[src/rtl/mac_frame_fwd_if.sv]
// Receive/transmit FIFO pair signals between the MAC and the frame forwarder.
// master = forwarder side, slave = MAC FIFO side.
interface mac_frame_fwd_if #(
  parameter int FREE_W = 12
);
  logic              rx_ptr_fifo_empty;
  logic              rx_ptr_fifo_rd;
  logic [15:0]       rx_ptr_fifo_dout;
  logic              rx_data_fifo_rd;
  logic [7:0]        rx_data_fifo_dout;
  logic              tx_data_fifo_wr;
  logic [7:0]        tx_data_fifo_din;
  logic [FREE_W-1:0] tx_data_fifo_free;
  logic              tx_ptr_fifo_wr;
  logic [15:0]       tx_ptr_fifo_din;
  logic              tx_ptr_fifo_full;

  modport master (
    input  rx_ptr_fifo_empty, rx_ptr_fifo_dout, rx_data_fifo_dout,
    input  tx_data_fifo_free, tx_ptr_fifo_full,
    output rx_ptr_fifo_rd, rx_data_fifo_rd, tx_data_fifo_wr, tx_data_fifo_din,
    output tx_ptr_fifo_wr, tx_ptr_fifo_din
  );

  modport slave (
    output rx_ptr_fifo_empty, rx_ptr_fifo_dout, rx_data_fifo_dout,
    output tx_data_fifo_free, tx_ptr_fifo_full,
    input  rx_ptr_fifo_rd, rx_data_fifo_rd, tx_data_fifo_wr, tx_data_fifo_din,
    input  tx_ptr_fifo_wr, tx_ptr_fifo_din
  );
endinterface

[src/rtl/mac_frame_fwd.sv]
// MAC frame forwarder: pops rx frames, forwards good ones to the tx FIFOs, drops bad ones.
// Build option MAC_SWAP_EN: swap destination/source MAC addresses in forwarded headers.
module mac_frame_fwd #(
  parameter int MAX_LEN = 1518,
  parameter int MIN_LEN = 14,
  parameter int FREE_W  = 12
) (
  input  logic            clk,
  input  logic            rst,
  mac_frame_fwd_if.master bus,
  output logic [15:0]     fwd_cnt,
  output logic [15:0]     drop_cnt
);
  localparam int HDR_LEN = 12;

  typedef enum logic [2:0] {
    IDLE   = 3'd0,
    PTR    = 3'd1,
    CHECK  = 3'd2,
    HDR_LD = 3'd3,
    HDR_WR = 3'd4,
    BODY   = 3'd5,
    PTR_WR = 3'd6,
    DROP   = 3'd7
  } state_t;

  state_t            state_r;
  logic [11:0]       len_r;
  logic              err_r;
  logic [11:0]       rd_cnt_r;
  logic [3:0]        cap_cnt_r;
  logic [3:0]        wr_idx_r;
  logic [7:0]        hdr_r [HDR_LEN];
  logic              ptr_rd_r;
  logic              ptr_vld_r;
  logic              data_rd_r;
  logic              rd_vld_r;
  logic              tx_wr_r;
  logic              body_sel_r;
  logic [7:0]        hdr_din_r;
  logic              tx_ptr_wr_r;
  logic [15:0]       tx_ptr_din_r;
  logic [15:0]       fwd_cnt_r;
  logic [15:0]       drop_cnt_r;
  logic [FREE_W-1:0] free_s;
  logic [11:0]       body_len_s;
  logic              bad_s;
  logic              room_s;
  logic              unused_rsvd_s;

  // Buffer index emitted at header output position idx.
  function automatic logic [3:0] hdr_order(input logic [3:0] idx);
`ifdef MAC_SWAP_EN
    if (idx < 4'd6) begin
      hdr_order = idx + 4'd6;
    end else begin
      hdr_order = idx - 4'd6;
    end
`else
    hdr_order = idx;
`endif
  endfunction

  assign free_s        = bus.tx_data_fifo_free;
  assign unused_rsvd_s = ^bus.rx_ptr_fifo_dout[14:12];
  assign body_len_s    = len_r - 12'd12;
  assign bad_s  = err_r || (int'(len_r) < MIN_LEN) || (int'(len_r) > MAX_LEN);
  assign room_s = (int'(free_s) >= int'(len_r)) && !bus.tx_ptr_fifo_full;

  // Frame sequencer: pointer pop, length check, header capture/replay, body stream, drop.
  always_ff @(posedge clk or posedge rst) begin
    if (rst) begin
      state_r      <= IDLE;
      len_r        <= 12'd0;
      err_r        <= 1'b0;
      rd_cnt_r     <= 12'd0;
      cap_cnt_r    <= 4'd0;
      wr_idx_r     <= 4'd0;
      ptr_rd_r     <= 1'b0;
      ptr_vld_r    <= 1'b0;
      data_rd_r    <= 1'b0;
      rd_vld_r     <= 1'b0;
      tx_wr_r      <= 1'b0;
      body_sel_r   <= 1'b0;
      hdr_din_r    <= 8'd0;
      tx_ptr_wr_r  <= 1'b0;
      tx_ptr_din_r <= 16'd0;
      fwd_cnt_r    <= 16'd0;
      drop_cnt_r   <= 16'd0;
      for (int i = 0; i < HDR_LEN; i++) begin
        hdr_r[i] <= 8'd0;
      end
    end else begin
      // *_vld_r marks the cycle in which the matching FIFO dout is valid
      ptr_rd_r    <= 1'b0;
      ptr_vld_r   <= ptr_rd_r;
      rd_vld_r    <= data_rd_r;
      tx_ptr_wr_r <= 1'b0;
      case (state_r)
        IDLE: begin
          if (!bus.rx_ptr_fifo_empty) begin
            ptr_rd_r <= 1'b1;
            state_r  <= PTR;
          end
        end
        PTR: begin
          if (ptr_vld_r) begin
            len_r   <= bus.rx_ptr_fifo_dout[11:0];
            err_r   <= bus.rx_ptr_fifo_dout[15];
            state_r <= CHECK;
          end
        end
        CHECK: begin
          if (bad_s) begin
            rd_cnt_r <= 12'd0;
            state_r  <= DROP;
          end else if (room_s) begin
            data_rd_r <= 1'b1;
            rd_cnt_r  <= 12'd1;
            cap_cnt_r <= 4'd0;
            state_r   <= HDR_LD;
          end
        end
        HDR_LD: begin
          if (rd_cnt_r < 12'd12) begin
            data_rd_r <= 1'b1;
            rd_cnt_r  <= rd_cnt_r + 12'd1;
          end else begin
            data_rd_r <= 1'b0;
          end
          if (rd_vld_r) begin
            hdr_r[cap_cnt_r] <= bus.rx_data_fifo_dout;
            cap_cnt_r        <= cap_cnt_r + 4'd1;
            // the first header byte out never depends on the byte captured this cycle
            if (cap_cnt_r == 4'd11) begin
              tx_wr_r   <= 1'b1;
              hdr_din_r <= hdr_r[hdr_order(4'd0)];
              wr_idx_r  <= 4'd1;
              state_r   <= HDR_WR;
            end
          end
        end
        HDR_WR: begin
          tx_wr_r   <= 1'b1;
          hdr_din_r <= hdr_r[hdr_order(wr_idx_r)];
          wr_idx_r  <= wr_idx_r + 4'd1;
          if (wr_idx_r == 4'd11) begin
            data_rd_r <= (body_len_s != 12'd0);
            rd_cnt_r  <= (body_len_s != 12'd0) ? 12'd1 : 12'd0;
            state_r   <= BODY;
          end
        end
        BODY: begin
          // body bytes pass straight from rx dout to tx din, one cycle behind their rd
          body_sel_r <= 1'b1;
          tx_wr_r    <= data_rd_r;
          if (rd_cnt_r < body_len_s) begin
            data_rd_r <= 1'b1;
            rd_cnt_r  <= rd_cnt_r + 12'd1;
          end else begin
            data_rd_r <= 1'b0;
          end
          if (!data_rd_r && (rd_cnt_r == body_len_s)) begin
            body_sel_r   <= 1'b0;
            tx_ptr_wr_r  <= 1'b1;
            tx_ptr_din_r <= {4'b0000, len_r};
            fwd_cnt_r    <= fwd_cnt_r + 16'd1;
            state_r      <= PTR_WR;
          end
        end
        PTR_WR: begin
          state_r <= IDLE;
        end
        DROP: begin
          if (rd_cnt_r < len_r) begin
            data_rd_r <= 1'b1;
            rd_cnt_r  <= rd_cnt_r + 12'd1;
          end else begin
            data_rd_r  <= 1'b0;
            drop_cnt_r <= drop_cnt_r + 16'd1;
            state_r    <= IDLE;
          end
        end
        default: begin
          state_r <= IDLE;
        end
      endcase
    end
  end

  assign bus.rx_ptr_fifo_rd   = ptr_rd_r;
  assign bus.rx_data_fifo_rd  = data_rd_r;
  assign bus.tx_data_fifo_wr  = tx_wr_r;
  assign bus.tx_data_fifo_din = body_sel_r ? bus.rx_data_fifo_dout : hdr_din_r;
  assign bus.tx_ptr_fifo_wr   = tx_ptr_wr_r;
  assign bus.tx_ptr_fifo_din  = tx_ptr_din_r;
  assign fwd_cnt              = fwd_cnt_r;
  assign drop_cnt             = drop_cnt_r;
endmodule

[src/flat_wrapper.sv]
// flat-port wrapper written by rule: the top's interface ports become plain ports
module mac_frame_fwd_flat 
#(
  parameter int MAX_LEN = 1518,
  parameter int MIN_LEN = 14,
  parameter int FREE_W  = 12
)
  (clk, rst, fwd_cnt, drop_cnt, bus_rx_ptr_fifo_empty, bus_rx_ptr_fifo_dout, bus_rx_data_fifo_dout, bus_tx_data_fifo_free, bus_tx_ptr_fifo_full, bus_rx_ptr_fifo_rd, bus_rx_data_fifo_rd, bus_tx_data_fifo_wr, bus_tx_data_fifo_din, bus_tx_ptr_fifo_wr, bus_tx_ptr_fifo_din);
  mac_frame_fwd_if #(.FREE_W(FREE_W)) bus_i ();
  input  logic clk;
  input  logic rst;
  output logic [15:0] fwd_cnt;
  output logic [15:0] drop_cnt;
  input wire logic [$bits(bus_i.rx_ptr_fifo_empty)-1:0] bus_rx_ptr_fifo_empty;
  input wire logic [$bits(bus_i.rx_ptr_fifo_dout)-1:0] bus_rx_ptr_fifo_dout;
  input wire logic [$bits(bus_i.rx_data_fifo_dout)-1:0] bus_rx_data_fifo_dout;
  input wire logic [$bits(bus_i.tx_data_fifo_free)-1:0] bus_tx_data_fifo_free;
  input wire logic [$bits(bus_i.tx_ptr_fifo_full)-1:0] bus_tx_ptr_fifo_full;
  output wire logic [$bits(bus_i.rx_ptr_fifo_rd)-1:0] bus_rx_ptr_fifo_rd;
  output wire logic [$bits(bus_i.rx_data_fifo_rd)-1:0] bus_rx_data_fifo_rd;
  output wire logic [$bits(bus_i.tx_data_fifo_wr)-1:0] bus_tx_data_fifo_wr;
  output wire logic [$bits(bus_i.tx_data_fifo_din)-1:0] bus_tx_data_fifo_din;
  output wire logic [$bits(bus_i.tx_ptr_fifo_wr)-1:0] bus_tx_ptr_fifo_wr;
  output wire logic [$bits(bus_i.tx_ptr_fifo_din)-1:0] bus_tx_ptr_fifo_din;
  assign bus_i.rx_ptr_fifo_empty = bus_rx_ptr_fifo_empty;
  assign bus_i.rx_ptr_fifo_dout = bus_rx_ptr_fifo_dout;
  assign bus_i.rx_data_fifo_dout = bus_rx_data_fifo_dout;
  assign bus_i.tx_data_fifo_free = bus_tx_data_fifo_free;
  assign bus_i.tx_ptr_fifo_full = bus_tx_ptr_fifo_full;
  assign bus_rx_ptr_fifo_rd = bus_i.rx_ptr_fifo_rd;
  assign bus_rx_data_fifo_rd = bus_i.rx_data_fifo_rd;
  assign bus_tx_data_fifo_wr = bus_i.tx_data_fifo_wr;
  assign bus_tx_data_fifo_din = bus_i.tx_data_fifo_din;
  assign bus_tx_ptr_fifo_wr = bus_i.tx_ptr_fifo_wr;
  assign bus_tx_ptr_fifo_din = bus_i.tx_ptr_fifo_din;
  mac_frame_fwd #(.MAX_LEN(MAX_LEN), .MIN_LEN(MIN_LEN), .FREE_W(FREE_W)) u_core (.clk(clk), .rst(rst), .bus(bus_i), .fwd_cnt(fwd_cnt), .drop_cnt(drop_cnt));
endmodule
[config.mk]
export PLATFORM = sky130hd
export DESIGN_NAME = mac_frame_fwd_flat
export DESIGN_NICKNAME = d
export VERILOG_FILES = /design/src/rtl/mac_frame_fwd_if.sv /design/src/rtl/mac_frame_fwd.sv /design/src/flat_wrapper.sv
export SDC_FILE = /design/constraint.sdc
export NUM_CORES = 1
export LEC_CHECK = 0
export ABC_AREA = 1
export BUFFER_PORTS_ARGS = -buffer_cell sky130_fd_sc_hd__buf_4
export CAP_MARGIN = 30
export CORE_MARGIN = 2
export CORE_UTILIZATION = 50
export DETAILED_ROUTE_END_ITERATION = 10
export PLACE_DENSITY = 0.81
export REMOVE_ABC_BUFFERS = 1
export SLEW_MARGIN = 30
export SYNTH_ARGS = -nofsm -noshare
export SYNTH_HDL_FRONTEND = slang
export SYNTH_SLANG_ARGS = --single-unit
[constraint.sdc]
create_clock -name clk -period 5.46 [get_ports clk]
set_clock_uncertainty 0.1 [all_clocks]
set_input_delay 0.546 -clock clk [delete_from_list [all_inputs] [get_ports clk]]
set_output_delay 0.546 -clock clk [all_outputs]
set_load 0.005 [all_outputs]
==> impl_metrics.tcl, run 1 <==
set metrics [dict create \
    grt_use_total 0.2287 \
    htree_num_levels 4 \
    diodes 0 \
    fin_crit_sh 0.5630 \
    power.leakage_nw 5.791 \
    firstDrtPassIters 5 \
    setup_ws_ns 2.386 \
    antenna_left 0 \
    cts_buffers 17 \
    post_drt_wl_per_cell_microns 14.52 \
    ys_seq_area_frac 0.4665 \
    maxCapViolCount 0 \
    yosysTopAreaCellShare 0.4665 \
    ys_async_sr_fraction 1.000 \
    portBuffers 92 \
    rows 52 \
    relSlewSlack 0.3603 \
    ir_drop_v 0.0002482 \
    hpwl_microns 16820 \
    syn_area_sq_mm 0.01024 \
    syn_avg_cell_area_sq_um 7.936 \
    synthFlopType "dfrtp_1" \
    grt_max_degree 74 \
    crit_start "u_core.len_r[4]$_DFFE_PP0P_" \
    cts_hold_buf 0 \
    place_ws_ns 2.434 \
    final-instance-count-excl-fill 1647 \
    yosys_register_bits 191 \
    cp_max_fo 12 \
    grt_overflow 0 \
    critPathKind "flip-flop to flip-flop" \
    r2r_start "u_core.len_r[4]$_DFFE_PP0P_" \
    min_path_type "input pin to async pin" \
    grt_pass1_wl_microns 40270 \
    min_period_ns 3.074 \
    cts_num_sinks 191 \
    clockPowerShare 0.269 \
    power.density_mw_per_mm2 418.4 \
    root_buffer "clkbuf_16" \
    synth_cell_types 38 \
    finalSetupViolCount 0 \
    gp_congestion 0.8693 \
    end_kind "flip-flop" \
    synth_largest_area_cell "dfrtp_1" \
    fillers 1867 \
    p_int_mw 3.013 \
    grt_pass1_vias 8394 \
    crit_arrival_ns 3.26 \
    clock_latency_ns 0.43 \
    p_switching_mw 1.903 \
    synthMostInstantiatedCell "nand2_1" \
    area_delta_synth_final_pct 14.68 \
    drive_gt1_frac 0.1097 \
    power.share.sequential 0.390 \
    yosysWarnings 0 \
    initial_core_util 0.5079 \
    dieArea_sq_mm 0.02165 \
    cts_tree "yes" \
    die_w_microns 147.1 \
    drt_iter0_drc 696 \
    cts_setup_buffers 0 \
    status "completed" \
    crit_required_ns 5.65 \
    placed_cells 1615 \
    final-hold-violation-count 0 \
    pwr-share-comb 0.341 \
    swShare 0.3871 \
    final_max_slew_viol_count 0 \
    ctsResizeCount 0 \
    core_sq_mm 0.02017 \
    max_freq_mhz 325.3 \
    total_power_mw 4.915 \
    wl_microns 23910 \
    die_y_microns 147.1 \
    fin_util 0.5825 \
    drcViolationCount 0 \
    syn_inst 1291 \
    pin_count 100 \
    clk_pin_slew_ns 0.07 \
    vias_per_cell 5.362 \
    yosys-top-cells-count "296 x nand2_1, 191 x dfrtp_1, 174 x o21ai_0, 137 x nor2_1, 133 x inv_1" \
    synthTopCellsByArea "dfrtp_1 47%, nand2_1 11%, o21ai_0 8.5%" \
    tightest_slew_ns 0.9585 \
    synth-edff-count 0 \
    crit_path_start_kind "flip-flop" \
    vias 8832 \
    rsz0062_at_grt "no" \
    clockBufferDepth 2 \
    hold_ws_ns 0.06395 \
    antenna_found_initial 0 \
    layout.nets 1449 \
]
[worst max-delay path: stages, from the launching register on]
cell and delay, ns:
dfrtp_1 0.42, nor2_1 0.26, nand2_1 0.11, nor2_1 0.22, nand3_1 0.10, nand2_1 0.10
inv_1 0.04, ha_1 0.28, nand2_1 0.08, inv_1 0.04, nand2_1 0.06, nor2_1 0.07
nand2_1 0.07, nand3_1 0.07, nand2_1 0.08, nand3_1 0.09, nor2_1 0.56, o21ai_0 0.16
[routing by layer]
metal	vias to the layer above	wire length [microns]	GRT usage
met4	0	620	0.07452
met3	52	1012	0.03975
met2	233	11880	0.3979
li1	4354	-	-
met5	-	0	0
met1	4193	10400	0.2908
[area by class of cell]
cell class / instances / area (sq um) / share of cell area
multi-input combinational: 916 / 4730 / 0.4026
timing repair buffer: 99 / 743.2 / 0.06326
inverter: 139 / 529.3 / 0.04505
clock inverter: 13 / 175.2 / 0.01491
tap: 270 / 337.8 / 0.02875
sequential: 191 / 4781 / 0.4069
clock buffer: 19 / 452.9 / 0.03855
[flip-flops by register name (all words and copies together), names as in the netlist, 3 cells and up]
register and flops:
u_core.cap_cnt_r 4, u_core.bus.tx_ptr_fifo_din 12, u_core.hdr_r 96, u_core.state_r 3
u_core.fwd_cnt 16, u_core.drop_cnt 16, u_core.wr_idx_r 4, u_core.rd_cnt_r 12
u_core.len_r 12, u_core.hdr_din_r 8
[cell families (layout without fill, tap and decap cells)]
group | Yosys count | after routing | synth area share
and+or+nand+nor | 560 | 560 | 0.2297
buffers and inverters | 187 | 270 | 0.07401
other | 1 | 4 | 0.0003660
AOI/OAI and AO/OA | 265 | 265 | 0.1379
adders and majority gates | 45 | 45 | 0.05496
DFF | 191 | 191 | 0.4665
xor gates and xnor gates | 39 | 39 | 0.03334
muxes | 3 | 3 | 0.003175
[stage by stage]
step	TNS, ns	cell area [sq um]
final	0	11750
after global routing	0	11750
after global placement	0	11100
after detailed placement	0	11110
after floorplan	-73.50	10020
after CTS	0	11740
[cells in the final DEF (no fill, tap or decap), types with 5 or more instances in the layout]
| master | synthesis | layout |
|---|---|---|
| nand3_1 | 75 | 74 |
| xor2_1 | 29 | 29 |
| dfrtp_1 | 191 | 190 |
| xnor2_1 | 10 | 10 |
| nor2_1 | 137 | 137 |
| ha_1 | 45 | 45 |
| buf_4 | 7 | 99 |
| o211ai_1 | 24 | 24 |
| clkbuf_16 | 0 | 17 |
| a21oi_1 | 51 | 51 |
| nor4_1 | 5 | 5 |
| nand2_1 | 296 | 296 |
| o22ai_1 | 10 | 10 |
| nor3_1 | 17 | 17 |
| nand4_1 | 14 | 14 |
| inv_1 | 133 | 132 |
| o21ai_0 | 174 | 174 |
[power groups by stage]
| stage | clock, mW | sequential, mW | combinational [mW] |
|---|---|---|---|
| global placement | 0 | 1.92 | 1.60 |
| CTS | 1.35 | 1.91 | 1.68 |
| finish | 1.32 | 1.92 | 1.68 |
| detailed placement | 0 | 1.93 | 1.66 |
| floorplan | 0 | 1.92 | 1.17 |
| global route | 1.41 | 1.95 | 1.94 |
[path summary, 6_finish.rpt]
path | to | slack, ns | cells past startpoint
max | u_core.rd_cnt_r[6]$_DFFE_PP0P_ | 2.39 | 17
max in group asynchronous | u_core.wr_idx_r[0]$_DFFE_PP0P_ | 4.03 | 3
min | u_core.fwd_cnt[10]$_DFFE_PP0P_ | 0.06 | 2
max reg2reg | u_core.rd_cnt_r[6]$_DFFE_PP0P_ | 2.39 | 17
min in group clk | u_core.bus.rx_ptr_fifo_rd$_DFF_PP0_ | 0.21 | 2
min reg2reg | u_core.ptr_vld_r$_DFF_PP0_ | 0.28 | 0
(Power assumes the default switching activity.)
==> run 2: changes to the inputs <==
--- a/config.mk
+++ b/config.mk
@@ -11,7 +11,7 @@
 export CORE_MARGIN = 2
 export CORE_UTILIZATION = 50
 export DETAILED_ROUTE_END_ITERATION = 10
-export PLACE_DENSITY = 0.81
+export PLACE_DENSITY = 0.78
 export REMOVE_ABC_BUFFERS = 1
 export SLEW_MARGIN = 30
 export SYNTH_ARGS = -nofsm -noshare
==> constraint.sdc (replaced) <==
create_clock -name clk -period 2.9 [get_ports clk]
set_clock_uncertainty 0.1 [all_clocks]
set_input_delay 0.29 -clock clk [delete_from_list [all_inputs] [get_ports clk]]
set_output_delay 0.29 -clock clk [all_outputs]
set_load 0.005 [all_outputs]
==> run 2 against run 1 <==
Cell area up 1.7%. Sequential share of layout area down 0.68 points. Combinational power up 110%. Critical path depth up 3. Power up 87%. Via count up 0.27%. First-iteration DRC count down 19%. Clock power up 62%. Flip-flop and latch count unchanged. Global-route usage down 0.11 points. Wire length about the same. Core utilization up 0.99 points. Largest cell class unchanged.
==> impl_metrics.tcl, run 2 (same netlist as run 1, synthesis figures left out) <==
set metrics [dict create \
    fin_crit_sh 0.9187 \
    fillers 1820 \
    core_sq_mm 0.02017 \
    p_switching_mw 3.598 \
    grt_pass1_wl_microns 40290 \
    wl_microns 23910 \
    firstDrtPassIters 5 \
    critPathKind "flip-flop to flip-flop" \
    grt_overflow 0 \
    crit_path_start_kind "flip-flop" \
    diodes 0 \
    antenna_left 0 \
    place_ws_ns 0.03517 \
    layout.nets 1480 \
    maxCapViolCount 0 \
    worst-path-buf-inv 5 \
    gp_congestion 0.9124 \
    tightest_slew_ns 0.7990 \
    hpwl_microns 17090 \
    htree_num_levels 4 \
    pwr-share-comb 0.379 \
    swShare 0.3924 \
    end_kind "flip-flop" \
    grt_max_degree 100 \
    vias_per_cell 5.287 \
    path_delay_family "simple AND/OR/NAND/NOR gates" \
    drcViolationCount 0 \
    antenna_found_initial 0 \
    power.share.sequential 0.388 \
    post_drt_wl_per_cell_microns 14.27 \
    initial_core_util 0.5079 \
    power.density_mw_per_mm2 767.3 \
    grt_use_total 0.2275 \
    clockBufferDepth 2 \
    die_y_microns 147.1 \
    die_w_microns 147.1 \
    drt_iter0_drc 563 \
    pin_count 100 \
    cp_slowest_stage_delay_ns 0.41 \
    cts_buffers 17 \
    clockPowerShare 0.233 \
    status "completed" \
    setup_ws_ns 0.2357 \
    final_max_slew_viol_count 0 \
    relSlewSlack 0.4658 \
    vias 8856 \
    p_int_mw 5.570 \
    layout_common_cells "294 x nand2_1, 190 x dfrtp_1, 172 x o21ai_0" \
    finalSetupViolCount 0 \
    cts_tree "yes" \
    largest_reg_flops 96 \
    ir_drop_v 0.0005092 \
    root_buffer "clkbuf_16" \
    portBuffers 92 \
    fin_setup_tns_ns 0 \
    power.leakage_nw 5.898 \
    min_period_ns 2.664 \
    max_freq_mhz 375.3 \
    area_delta_synth_final_pct 16.63 \
    dieArea_sq_mm 0.02165 \
    slowest_stage "dfrtp_1" \
    top_register "u_core.hdr_r" \
    cp_max_fo 6 \
    final_common_cell "nand2_1" \
    grt_pass1_vias 8520 \
    final-hold-violation-count 0 \
    clk_pin_slew_ns 0.07 \
    drive_gt1_frac 0.1281 \
    crit_required_ns 3.10 \
    crit_arrival_ns 2.86 \
    rows 52 \
    cp_common_cell "nand2_1" \
    total_power_mw 9.168 \
    clock_latency_ns 0.43 \
    cts_num_sinks 191 \
    crit_chain "ha_2 > inv_2 > nand2_2 > nor2_1 > nand2_1 > nand2_1 > inv_1 > ha_1 > nand2_1 > inv_1 > nand2_1 > nor2_2 > buf_4 > nand2_1 > nand3_1 > nand2_1 > nand3_1 > nor2_2 > buf_4 > o21ai_0" \
    min_path_type "input pin to flip-flop" \
]
## run 2: cell types whose count changed in the layout (fill, tap and decap cells not counted), sizes merged, moves of 2 or more
cell | previous run | this run
inv | 139 | 137
clkbuf | 19 | 21
bufinv | 3 | 0
buf | 99 | 121
dlygate4sd3 | 0 | 9
## run 2: area by class of cell
cell class | instances | area [sq um] | area share
flip-flops and latches | 191 | 4781 | 0.4001
repair buffers | 130 | 1015 | 0.08492
multi-input cells | 916 | 4766 | 0.3988
clock inverters | 8 | 60.06 | 0.005026
well taps | 270 | 337.8 | 0.02827
inverters | 139 | 529.3 | 0.04429
clock buffers | 21 | 460.4 | 0.03853
## run 2: final timing paths
| path | to | cells past startpoint | startpoint | slack, ns |
|---|---|---|---|---|
| min in group asynchronous | u_core.fwd_cnt[8]$_DFFE_PP0P_ | 3 | rst | 0.42 |
| setup / recovery | u_core.rd_cnt_r[9]$_DFFE_PP0P_ | 20 | u_core.len_r[2]$_DFFE_PP0P_ | 0.24 |
| max in group asynchronous | u_core.hdr_r[15]$_DFFE_PP0P_ | 4 | rst | 1.49 |
| setup reg to reg | u_core.rd_cnt_r[9]$_DFFE_PP0P_ | 20 | u_core.len_r[2]$_DFFE_PP0P_ | 0.24 |
| hold / removal | u_core.hdr_r[69]$_DFFE_PP0P_ | 3 | bus_rx_data_fifo_dout[5] | 0.006 |
| hold reg to reg | u_core.ptr_vld_r$_DFF_PP0_ | 0 | u_core.bus.rx_ptr_fifo_rd$_DFF_PP0_ | 0.28 |
## run 2: power by group through the flow
stage          clock network, mW  logic, mW  registers (mW)
2_1_floorplan                  0       2.21            3.61
3_3_place_gp                   0       3.21            3.56
3_5_place_dp                   0       3.32            3.59
4_1_cts                     2.16       3.36            3.54
5_1_grt                     2.28       3.95            3.61
6_report                    2.14       3.47            3.56
## run 2: worst register-to-register path, delay by kind of cell, from the launching register on
family / cells / cell delay (ns)
buf+inv: 5 / 0.47
fa+ha+maj: 2 / 0.47
flops: 1 / 0.41
simple gates: 12 / 1.01
compound gates: 1 / 0.08
## run 2: layer usage
layer	track usage	share of wire	routed length, microns
met1	0.2827	0.43	10310
met2	0.3995	0.50	12040
met3	0.04224	0.040	945
met4	0.07788	0.025	607
met5	0	0	0
## run 2: metrics by stage
| stage | instance area [sq um] | cells | hold WS, ns | util |
|---|---|---|---|---|
| 2_1_floorplan | 10020 | 1246 | 0.2557 | - |
| 3_3_place_gp | 11260 | 1634 | 0.2615 | 0.5585 |
| 3_5_place_dp | 11260 | 1634 | 0.2717 | 0.5585 |
| 4_1_cts | 11870 | 1671 | 0.0005095 | 0.5885 |
| 5_1_grt | 11950 | 1675 | 0.001096 | 0.5924 |
| 6_report | 11950 | 1675 | 0.006404 | 0.5924 |
## run 2: timing repair
| action | 4_1_cts | 5_1_grt |
|---|---|---|
| pin swaps | 0 | 3 |
| setup buffers | 0 | 2 |
| resized for setup | 1 | 18 |
| cloned | 0 | 1 |
| endpoints found under the hold margin | 104 | 1 |
| hold buffers | 8 | 1 |
| endpoints found under the setup margin | 1 | 32 |
==> run 3: changes to the inputs <==
--- a/config.mk
+++ b/config.mk
@@ -9,9 +9,9 @@
 export BUFFER_PORTS_ARGS = -buffer_cell sky130_fd_sc_hd__buf_4
 export CAP_MARGIN = 30
 export CORE_MARGIN = 2
-export CORE_UTILIZATION = 50
+export CORE_UTILIZATION = 60
 export DETAILED_ROUTE_END_ITERATION = 10
-export PLACE_DENSITY = 0.78
+export PLACE_DENSITY = 0.9
 export REMOVE_ABC_BUFFERS = 1
 export SLEW_MARGIN = 30
 export SYNTH_ARGS = -nofsm -noshare
==> run 3 against run 2 <==
Cell area decreased by 0.61%. Register-to-register slack lost 0.07 ns. Global-route usage grew 6.6 points. Wire length increased by 8.0%. Combinational power about the same. Largest power group unchanged.
==> impl_metrics.tcl, run 3 (same netlist as run 1, synthesis figures left out) <==
set metrics [dict create \
    status "completed" \
    clockPowerShare 0.232 \
    max_freq_mhz 366.4 \
    crit_required_ns 3.16 \
    area_delta_synth_final_pct 15.93 \
    htree_num_levels 4 \
    grt_use_total 0.2933 \
    portBuffers 92 \
    fin_crit_sh 0.9412 \
    power.share.sequential 0.394 \
    pwr-share-comb 0.374 \
    crit_path_start_kind "flip-flop" \
    fin_util 0.7136 \
    ir_drop_v 0.0006112 \
    layout_common_cells "294 x nand2_1, 188 x dfrtp_1, 174 x o21ai_0" \
    drcViolationCount 0 \
    path_delay_family "simple AND/OR/NAND/NOR gates" \
    drt_iter0_drc 780 \
    gp_congestion 0.9231 \
    root_buffer "clkbuf_16" \
    total_power_mw 9.253 \
    worst-path-buf-inv 3 \
    core_sq_mm 0.01664 \
    crit_arrival_ns 2.99 \
    r2r_cells 17 \
    finalSetupViolCount 0 \
    die_y_microns 134.7 \
    final_common_cell "nand2_1" \
    regToRegSetupSlack_ns 0.17 \
    maxCapViolCount 0 \
    vias_per_cell 5.730 \
    drive_gt1_frac 0.1236 \
    crit_chain "ha_2 > inv_1 > nand2_1 > nor2_1 > nand2_1 > nand2_1 > inv_1 > ha_1 > nand2_1 > inv_1 > nand2_2 > nor2_4 > nand3_4 > nor2_2 > nand2_1 > nor3_1 > xor2_1" \
    clk_pin_slew_ns 0.07 \
    slowest_stage "dfrtp_1" \
    power.density_mw_per_mm2 779.1 \
    firstDrtPassIters 6 \
    fin_setup_tns_ns 0 \
    antenna_left 0 \
    min_period_ns 2.730 \
    relSlewSlack 0.4408 \
    p_int_mw 5.544 \
    hold_end "u_core.err_r$_DFFE_PP0P_" \
    clock_latency_ns 0.44 \
    worstHoldStart "bus_rx_ptr_fifo_dout[15]" \
    critPathKind "flip-flop to flip-flop" \
    dieArea_sq_mm 0.01814 \
    top_register "u_core.hdr_r" \
    min_path_type "input pin to flip-flop" \
    post_drt_wl_per_cell_microns 15.94 \
    cts_num_sinks 191 \
    antenna_found_initial 0 \
    rows 47 \
    r2r_start "u_core.len_r[2]$_DFFE_PP0P_" \
    cp_max_fo 5 \
    r2r-end "u_core.fwd_cnt[13]$_DFFE_PP0P_" \
    clockBufferDepth 2 \
    hpwl_microns 17510 \
    grt_overflow 0 \
    min_path_cells 2 \
    grt_pass1_vias 9105 \
    wl_microns 25830 \
    p_switching_mw 3.709 \
    final-hold-violation-count 0 \
    grt_pass1_wl_microns 42550 \
    cp_slowest_stage_delay_ns 0.42 \
    initial_core_util 0.6156 \
    vias 9283 \
    tightest_slew_ns 0.8365 \
    power.leakage_nw 5.885 \
    swShare 0.4008 \
    layout.nets 1474 \
    pin_count 100 \
    end_kind "flip-flop" \
    cp_common_cell "nand2_1" \
    hold_ws_ns 0.01129 \
    die_w_microns 134.7 \
    largest_reg_flops 96 \
    cts_tree "yes" \
    grt_max_degree 110 \
    diodes 0 \
    final_max_slew_viol_count 0 \
    cts_buffers 17 \
]
## run 3: changes by cell type in the layout (fill, tap and decap cells not counted), sizes merged
cell         before  now
clkinv            8   10
buf             121  113
dlygate4sd3       9   11
clkinvlp          2    0
inv             137  138
## run 3: final cells by class
class	instances	area [sq um]
clock inverter	9	60.06
inverter	139	529.3
timing repair buffer	124	999.7
tap	220	275.3
fill	1216	4766
sequential	191	4783
multi-input combinational	916	4768
clock buffer	21	460.4
## run 3: metrics by stage
| step | setup slack, ns | std cells | area, sq um |
|---|---|---|---|
| 6_report | 0.1704 | 1620 | 11880 |
| 5_1_grt | -0.03111 | 1620 | 11880 |
| 3_3_place_gp | 0.02621 | 1578 | 11180 |
| 4_1_cts | 0.002043 | 1619 | 11830 |
| 2_1_floorplan | -2.689 | 1246 | 10020 |
| 3_5_place_dp | -0.1633 | 1578 | 11180 |
## run 3: routing by layer
metal,GRT usage,part of all wire,wire [microns],vias to the layer above
met3,0.04880,0.062,1589,85
li1,-,-,-,4406
met4,0.1327,0.031,812,0
met1,0.3637,0.40,10390,4400
met5,0,0,0,-
met2,0.5048,0.50,13040,392
## run 3: how the worst max path moves through the flow
stage	cells after the start	slack, ns	to	start
2_1_floorplan	1	-2.69	u_core.body_sel_r$_DFFE_PP0P_	rst
3_3_place_gp	16	0.03	u_core.fwd_cnt[13]$_DFFE_PP0P_	u_core.len_r[4]$_DFFE_PP0P_
3_5_place_dp	16	-0.16	u_core.fwd_cnt[13]$_DFFE_PP0P_	u_core.len_r[4]$_DFFE_PP0P_
4_1_cts	17	0.002	u_core.fwd_cnt[13]$_DFFE_PP0P_	u_core.len_r[2]$_DFFE_PP0P_
5_1_grt	20	-0.03	u_core.rd_cnt_r[2]$_DFFE_PP0P_	u_core.len_r[3]$_DFFE_PP0P_
6_report	17	0.17	u_core.fwd_cnt[13]$_DFFE_PP0P_	u_core.len_r[2]$_DFFE_PP0P_
## run 3: repair_timing
item / in CTS / in global routing
endpoints found under the setup margin: 31 / 40
buffers inserted: 0 / 1
hold buffers: 11 / 0
hold endpoints to repair: 118 / 0
pin swaps: 0 / 2
resized for setup: 4 / 14
## run 3: power groups by stage
stage	logic (mW)	clock network, mW	registers [mW]
after floorplan	2.21	0	3.61
after global placement	3.10	0	3.62
after detailed placement	3.26	0	3.66
after CTS	3.33	2.16	3.62
after global routing	3.88	2.27	3.70
final	3.46	2.15	3.65
